File: config.mk
export PLATFORM = sky130hd
export DESIGN_NAME = sprite_anim_control
export DESIGN_NICKNAME = d
export VERILOG_FILES = /design/src/rtl/sprite_anim_control.sv
export SDC_FILE = /design/constraint.sdc
export NUM_CORES = 1
export LEC_CHECK = 0
export BUFFER_PORTS_ARGS = -buffer_cell sky130_fd_sc_hd__buf_4
export CAP_MARGIN = 40
export CORE_AREA = 2 2 75 77
export CTS_CLUSTER_SIZE = 20
export DETAILED_ROUTE_END_ITERATION = 7
export DIE_AREA = 0 0 77 79
export GPL_TIMING_DRIVEN = 0
export PLACE_DENSITY_LB_ADDON = 0.3
export SLEW_MARGIN = 20
export SYNTH_ARGS = -nofsm -noshare
export SYNTH_HDL_FRONTEND = slang
export SYNTH_SLANG_ARGS = --single-unit
File: constraint.sdc
create_clock -name clock -period 1.9 [get_ports clock]
set_clock_uncertainty 0.1 [all_clocks]
set_input_delay 0.285 -clock clock [delete_from_list [all_inputs] [get_ports clock]]
set_output_delay 0.285 -clock clock [all_outputs]
set_load 0.05 [all_outputs]
File: src/rtl/sprite_anim_control.sv
// Purpose : draw/hold/erase/update sequencer that scans sprite pixels for the VGA animation path.
// Latency : Moore outputs; the first DRAW pixel appears one cycle after enable is seen in IDLE.
// Backpr. : none downstream; pause freezes only the HOLD interval, enable is honoured at frame boundaries.
//
// Optional build macro ANIM_VSYNC_EN: HOLD ends on vsync (with pause low) instead of after FRAME_TICKS cycles.
//
// Ports:
//   clock      - system clock, rising edge
//   reset      - asynchronous, active-high reset
//   enable     - run animation while high (sampled in IDLE and UPDATE)
//   pause      - freezes the HOLD interval while high
//   vsync      - frame strobe, only used when ANIM_VSYNC_EN is defined
//   sprite_sel - sprite currently being scanned
//   x_off      - pixel column within the sprite
//   y_off      - pixel row within the sprite
//   writeEn    - VGA write enable (DRAW and ERASE)
//   erase      - datapath selects background colour (ERASE)
//   update_en  - one-cycle pulse that advances sprite positions
//   frame_done - one-cycle pulse on the UPDATE cycle
//   busy       - high in every state except IDLE
module sprite_anim_control #(
  parameter int NUM_SPRITES = 2,
  parameter int SPRITE_W    = 4,
  parameter int SPRITE_H    = 4,
  parameter int FRAME_TICKS = 833333,
  localparam int SW = (NUM_SPRITES > 1) ? $clog2(NUM_SPRITES) : 1,
  localparam int XW = (SPRITE_W > 1) ? $clog2(SPRITE_W) : 1,
  localparam int YW = (SPRITE_H > 1) ? $clog2(SPRITE_H) : 1
) (
  input  logic          clock,
  input  logic          reset,
  input  logic          enable,
  input  logic          pause,
  input  logic          vsync,
  output logic [SW-1:0] sprite_sel,
  output logic [XW-1:0] x_off,
  output logic [YW-1:0] y_off,
  output logic          writeEn,
  output logic          erase,
  output logic          update_en,
  output logic          frame_done,
  output logic          busy
);

  localparam logic [SW-1:0] S_LAST = SW'(NUM_SPRITES - 1);
  localparam logic [XW-1:0] X_LAST = XW'(SPRITE_W - 1);
  localparam logic [YW-1:0] Y_LAST = YW'(SPRITE_H - 1);

  typedef enum logic [2:0] {
    S_IDLE,
    S_DRAW,
    S_HOLD,
    S_ERASE,
    S_UPDATE
  } state_t;

  state_t state_q, state_d;

  logic [SW-1:0] s_q;
  logic [XW-1:0] x_q;
  logic [YW-1:0] y_q;
  logic          scan;
  logic          last_pix;
  logic          hold_done;

  assign scan     = (state_q == S_DRAW) || (state_q == S_ERASE);
  assign last_pix = (x_q == X_LAST) && (y_q == Y_LAST) && (s_q == S_LAST);

  // Pixel scan counters: x fastest, then y, then sprite. Each wraps at its
  // parameter bound, so non-power-of-two sprite sizes scan correctly. They
  // are forced to zero outside the scan states so the next scan starts at 0.
  always_ff @(posedge clock or posedge reset) begin
    if (reset) begin
      s_q <= '0;
      x_q <= '0;
      y_q <= '0;
    end else if (!scan) begin
      s_q <= '0;
      x_q <= '0;
      y_q <= '0;
    end else if (x_q == X_LAST) begin
      x_q <= '0;
      if (y_q == Y_LAST) begin
        y_q <= '0;
        s_q <= (s_q == S_LAST) ? '0 : s_q + SW'(1);
      end else begin
        y_q <= y_q + YW'(1);
      end
    end else begin
      x_q <= x_q + XW'(1);
    end
  end

`ifdef ANIM_VSYNC_EN
  // vsync is already synchronous to clock. It is only looked at while in
  // HOLD, so a strobe seen during DRAW/ERASE is simply dropped.
  assign hold_done = vsync && !pause;

  localparam int unused_frame_ticks = FRAME_TICKS;
`else
  localparam int HW = (FRAME_TICKS > 1) ? $clog2(FRAME_TICKS) : 1;
  localparam logic [HW-1:0] H_LAST = HW'(FRAME_TICKS - 1);

  logic [HW-1:0] hold_q;
  logic          unused_vsync;

  assign unused_vsync = vsync;
  assign hold_done    = (hold_q == H_LAST) && !pause;

  // Counts only un-paused HOLD cycles; pause stretches HOLD indefinitely.
  always_ff @(posedge clock or posedge reset) begin
    if (reset) begin
      hold_q <= '0;
    end else if (state_q != S_HOLD) begin
      hold_q <= '0;
    end else if (!pause) begin
      hold_q <= hold_done ? '0 : hold_q + HW'(1);
    end
  end
`endif

  always_ff @(posedge clock or posedge reset) begin
    if (reset) begin
      state_q <= S_IDLE;
    end else begin
      state_q <= state_d;
    end
  end

  // enable is checked only in IDLE and UPDATE, so dropping it mid-frame
  // still runs ERASE and the sprites are never left on screen.
  always_comb begin
    state_d    = state_q;
    writeEn    = 1'b0;
    erase      = 1'b0;
    update_en  = 1'b0;
    frame_done = 1'b0;
    busy       = 1'b1;
    case (state_q)
      S_IDLE: begin
        busy = 1'b0;
        if (enable) state_d = S_DRAW;
      end
      S_DRAW: begin
        writeEn = 1'b1;
        if (last_pix) state_d = S_HOLD;
      end
      S_HOLD: begin
        if (hold_done) state_d = S_ERASE;
      end
      S_ERASE: begin
        writeEn = 1'b1;
        erase   = 1'b1;
        if (last_pix) state_d = S_UPDATE;
      end
      S_UPDATE: begin
        update_en  = 1'b1;
        frame_done = 1'b1;
        state_d    = enable ? S_DRAW : S_IDLE;
      end
      default: begin
        busy    = 1'b0;
        state_d = S_IDLE;
      end
    endcase
  end

  assign sprite_sel = s_q;
  assign x_off      = x_q;
  assign y_off      = y_q;

endmodule

==> flow_summary.yaml, run 1 <==
status:
  status: "finished, violations left"
  violations: "hold timing, setup timing"
route:
  routed.top_layer: "met4"
  wirelength_um: 3281
  wl_met2_um: 1573
  dr_wl_met3_um: 43
  wl_met1_um: 1599
  firstDrtPassIters: 4
  drc: 0
  ant_nets: 0
  routedWlPerCell_um: 12.67
  vias_per_cell: 4.734
  drt_iter0_markers: 20
  via_count: 1226
grt:
  track_usage: 0.1158
  grt_max_degree: 16
  grt_pass1_vias: 1220
  grt_first_pass_wirelength_um: 5789
  grt_overflow: 0
  antenna_found_initial: 0
cts:
  cts_buffers: 3
  clock_path_buffers: 2
  htree_num_levels: 1
  clk_latency_ns: 0.27
  clock_sinks: 28
  cts.reportedPaths.clkPinSlew_ns: 0.09
  cts_tree: "yes"
  ctsRootBufferMaster: "clkbuf_8"
yosys:
  syn_nets: 164
  yosysSeqAreaShare: 0.4620
  synthesis.area_um2: 1516
  ys_seq_elements: 28
  synthArstFlopShare: 1.000
  syn_inst: 155
  avgSynthCellArea_um2: 9.784
  synth_cell_types: 37
  synth_edf_count: 0
  ys_warn_count: 0
  synth_ff_type: "dfrtp_1"
pwr:
  max-vdd-ir-drop_uv: 954.2
  pwr_density_cell_nw_per_um2: 849.9
  p_leak_nw: 0.7731
sta:
  worstMarginPinSlew_ns: 0.7337
  fmax_mhz: 488.6
  final.setup.worst_slack_ns: -0.1468
  max_slew_margin: 0.5042
  rsz0062_at_grt: "yes"
  slew_viol_final: 0
  holdWs_ns: -0.01948
  period_needed_ns: 2.047
  period_share: 1.077
  finalHoldViolations: 13
  setup-violations-final: 21
  fin_tns_setup_ns: -2.718
floorplanning:
  pin_count: 15
  fp.dieArea_um2: 6083
  rows: 27
  die_y_um: 79
  coreArea_um2: 5338
  start_util: 0.2841
  fp.dieW_um: 77
worst_setup_path:
  worstPathArrival_ns: 2.11
  path_cells: "or4b_1 -> or4_4 -> o21ai_4 -> buf_12 -> buf_8 -> nor2_1"
  cp-start-kind: "register"
  rr_worst_depth: 6
  regToRegSetupSlack_ns: -0.15
  cp_num_buf_inv: 2
  max_stage_delay_ns: 0.54
  crit_fanout: 7
  crit_type: "reg2reg"
  critical_path.top_delay_family: "simple AND/OR/NAND/NOR gates"
  crit_path_end_kind: "register"
  rr_endpoint: "hold_q[11]$_DFFE_PP0P_"
  r2r-start: "hold_q[17]$_DFFE_PP0P_"
  required_ns: 1.96
  slowest_stage: "or4b_1"
place:
  hpwlAfterDp_um: 2278
  gp_congestion: 0.7387
  port_buffers: 13
  place_inst: 241
hold_path:
  hold_class: "in2async"
finish:
  drive_gt1_frac: 0.3262
  stdcell_count: 259
  final_nets: 198
  final_core_util: 0.3701
  area_delta_synth_final_pct: 30.28
  antennaDiodeCount: 0
flow_run:
  maxCapViolations: 0
## layer usage
layer	global-route usage	up-vias
li1	-	628
met3	0.01023	5
met1	0.1600	581
met4	0.05536	0
met5	0	-
met2	0.1842	12
## what timing repair did
action	CTS	global route
gates cloned	1	0
pin swaps	2	0
hold buffers	0	0
setup endpoints to repair	19	23
resized for setup	13	11
setup buffers	13	2
## cell type report
class,count,area [µm²]
buffer,2,22.52
clock buffer,3,41.29
fill,567,3362
inverter,6,22.52
multi-input combinational,118,827.0
sequential,28,703.2
tap,72,90.09
timing repair buffer,30,269.0
## how the worst max path moves through the flow
| stage | startpoint | to | slack, ns | depth (start not counted) |
|---|---|---|---|---|
| detailed placement | hold_q[17]$_DFFE_PP0P_ | hold_q[8]$_DFFE_PP0P_ | -0.29 | 5 |
| CTS | hold_q[17]$_DFFE_PP0P_ | hold_q[8]$_DFFE_PP0P_ | -0.13 | 6 |
| floorplan | hold_q[17]$_DFFE_PP0P_ | hold_q[10]$_DFFE_PP0P_ | -0.09 | 5 |
| global placement | hold_q[17]$_DFFE_PP0P_ | hold_q[10]$_DFFE_PP0P_ | -0.28 | 5 |
| global route | hold_q[17]$_DFFE_PP0P_ | hold_q[14]$_DFFE_PP0P_ | -0.20 | 6 |
| finish | hold_q[17]$_DFFE_PP0P_ | hold_q[11]$_DFFE_PP0P_ | -0.15 | 6 |
## report_power, final
group,switching (W),leakage (nW),internal (W)
Clock,0.000173,0.0216,0.000142
Sequential,0.0000737,0.374,0.000666
Combinational,0.000406,0.378,0.000219
## cells in the final DEF (no fill, tap or decap), types with 2 or more instances in the layout
| master | instances |
|---|---|
| a21oi_1 | 6 |
| a21oi_2 | 3 |
| and2_1 | 3 |
| and3_1 | 4 |
| and4_1 | 3 |
| buf_4 | 27 |
| buf_8 | 2 |
| clkbuf_8 | 3 |
| dfrtp_1 | 26 |
| dfrtp_2 | 2 |
| ha_1 | 3 |
| inv_1 | 6 |
| nand2_1 | 8 |
| nand2b_2 | 2 |
| nand3_1 | 5 |
| nand4_1 | 9 |
| nand4bb_1 | 2 |
| nor2_1 | 9 |
| nor2_2 | 9 |
| nor3_1 | 3 |
| nor4_1 | 2 |
| o21ai_0 | 6 |
| o31ai_1 | 4 |
| or2_2 | 2 |
| or3_1 | 3 |
| or4_1 | 3 |
| xnor2_1 | 4 |
| xor2_1 | 10 |
## stage by stage
stage	hold WS (ns)	total power, W	cell area, µm²	worst slack, ns
after floorplan	0.2504	0.001166	1516	-0.08608
after global placement	0.3663	0.001334	1704	-0.2838
after detailed placement	0.3092	0.001347	1732	-0.2860
after CTS	0.003355	0.001691	1932	-0.1312
after global routing	0.02584	0.001794	1976	-0.1953
final	-0.01948	0.001679	1976	-0.1468
## cell usage after synthesis (4+ instances only)
master	instances	area share
dfrtp_1	28	0.46
nor2_1	18	0.045
xor2_1	10	0.058
a21oi_1	9	0.030
nand4_1	9	0.037
nand2_1	8	0.020
inv_1	6	0.015
nand3_1	6	0.020
o21ai_0	6	0.020
and3_1	4	0.016
ha_1	4	0.033
o31ai_1	4	0.020
or3_1	4	0.016
xnor2_1	4	0.023
## sequential cells by signal, indices dropped and copies added (netlist names)
signal	flops
hold_q	20
sprite_sel	1
state_q	3
x_off	2
y_off	2
## kinds of logic (layout without fill, tap and decap cells)
family          Yosys count  in the layout  synth area share
buf+inv                   9             41           0.02970
xor+xnor                 14             14           0.08085
fa+ha+maj                 4              4           0.03300
simple gates             76             76            0.2921
mux                       1              1          0.006601
flops                    28             28            0.4620
compound gates           23             23           0.09572
(Power assumes the default switching activity.)
==> inputs of run 2 (changes only) <==
- PLACE_DENSITY: unset -> 0.44
- PLACE_DENSITY_LB_ADDON: 0.3 -> unset
==> run 2 against run 1 <==
Compared with the run above:
- the run ends with setup timing left
- largest power group unchanged
- non-clock buffer count fell by 2
- count of clock-buffer cells in the layout did not move
- critical endpoint is now hold_q[16]$_DFFE_PP0P_
- worst hold slack better by 0.034 ns
- combinational power decreased by 2%
- sequential share of layout area grew 0.34 points
- highest routed layer unchanged
- total power rose by 9.2%
==> flow_summary.yaml, run 2 (same netlist as run 1, synthesis figures left out) <==
sta:
  fmax_mhz: 480.5
  finalHoldViolations: 0
  rsz0062_at_grt: "yes"
  setup-violations-final: 21
  final.setup.worst_slack_ns: -0.1810
  slew_viol_final: 0
  worstMarginPinSlew_ns: 0.8017
  fin_tns_setup_ns: -3.270
  max_slew_margin: 0.4582
  period_needed_ns: 2.081
  period_share: 1.095
place:
  place_inst: 241
  pre_cts_slack_ns: -0.2780
  gp_congestion: 0.7880
  port_buffers: 13
  hpwlAfterDp_um: 2523
cts:
  clock_path_buffers: 2
  cts_buffers: 3
  clk_latency_ns: 0.28
  htree_num_levels: 1
  clock_sinks: 28
  ctsRootBufferMaster: "clkbuf_8"
  cts.reportedPaths.clkPinSlew_ns: 0.10
  cts_tree: "yes"
worst_setup_path:
  worstPathArrival_ns: 2.14
  crit_fanout: 6
  cp-start-kind: "register"
  required_ns: 1.96
  crit_type: "reg2reg"
  crit_path_end_kind: "register"
route:
  firstDrtPassIters: 4
  routed.top_layer: "met4"
  drt_iter0_markers: 39
  wirelength_um: 3649
  dr_wl_met3_um: 112
  wl_met1_um: 1719
  via_count: 1299
  routedWlPerCell_um: 14.14
  wl_met2_um: 1745
  ant_nets: 0
  drc: 0
  vias_per_cell: 5.035
grt:
  grt_first_pass_wirelength_um: 6555
  grt_max_degree: 18
  grt_overflow: 0
  antenna_found_initial: 0
  track_usage: 0.1327
  grt_pass1_vias: 1378
floorplanning:
  fp.dieArea_um2: 6083
  die_y_um: 79
  rows: 27
  start_util: 0.2841
  coreArea_um2: 5338
  fp.dieW_um: 77
  pin_count: 15
finish:
  stdcell_count: 258
  regMostFlops: "hold_q"
  top_regs: "hold_q x20, state_q x3"
  largest_reg_flops: 20
  drive_gt1_frac: 0.3172
  layout_common_cells: "buf_4, dfrtp_1, xor2_1"
  area_delta_synth_final_pct: 29.04
  antennaDiodeCount: 0
  final_nets: 196
pwr:
  pwr_density_cell_nw_per_um2: 937.3
  max-vdd-ir-drop_uv: 570.9
  p_leak_nw: 0.7672
status:
  status: "finished, violations left"
  violations: "setup timing"
flow_run:
  maxCapViolations: 0
hold_path:
  hold_class: "in2async"
[run 2: report_power, final]
part	internal (W)	leakage, nW	total (W)	switching, W
sequential	0.000665	0.375	0.000741	0.0000766
clock	0.000282	0.0357	0.000479	0.000196
combinational	0.000207	0.357	0.000614	0.000407
[run 2: through the flow]
step	hold slack, ns	utilization	cell area (µm²)	power, W
global route	0.06370	0.3666	1957	0.001942
floorplan	0.2504	-	1516	0.001166
global placement	0.3584	0.3193	1704	0.001328
CTS	0.03754	0.3633	1939	0.001854
detailed placement	0.3576	0.3221	1719	0.001350
finish	0.01459	0.3666	1957	0.001834
[run 2: layout make-up]
class,count,area [µm²]
Timing Repair Buffer,28,225.2
Clock inverter,1,30.03
Inverter,6,22.52
Clock buffer,3,41.29
Multi-Input combinational cell,118,825.8
Buffer,2,18.77
Fill cell,563,3381
Sequential cell,28,703.2
Tap cell,72,90.09
[run 2: path summary, 6_finish.rpt]
kind	start	endpoint	slack, ns	cells past startpoint
worst max-delay path	hold_q[17]$_DFFE_PP0P_	hold_q[16]$_DFFE_PP0P_	-0.18	5
worst min-delay path	reset	y_off[0]$_DFFE_PP0P_	0.01	2
worst max register to register	hold_q[17]$_DFFE_PP0P_	hold_q[16]$_DFFE_PP0P_	-0.18	5
worst min register to register	x_off[0]$_DFF_PP0_	x_off[0]$_DFF_PP0_	0.40	1
max in group asynchronous	reset	state_q[0]$_DFFE_PP0P_	1.14	3
min in group clock	pause	hold_q[0]$_DFFE_PP0P_	0.21	3
[run 2: what timing repair did]
| action | in CTS | in global routing |
|---|---|---|
| cloned | 1 | 0 |
| hold buffers | 0 | 0 |
| buffers inserted | 13 | 0 |
| endpoints found under the setup margin | 19 | 23 |
| pin swaps | 3 | 1 |
| resized for setup | 12 | 9 |
[run 2: worst max-delay path, stage by stage, from the launching register on]
cell and delay [ns]:
dfrtp_1 0.40, or4b_1 0.53, or4_4 0.46, o21ai_4 0.26, buf_4 0.16, o31ai_1 0.06
[run 2: metal layers]
layer / global-route usage / vias to the layer above
met5: 0 / -
met4: 0.03929 / 0
met3: 0.02273 / 7
met2: 0.2377 / 25
met1: 0.1642 / 643
li1: - / 624
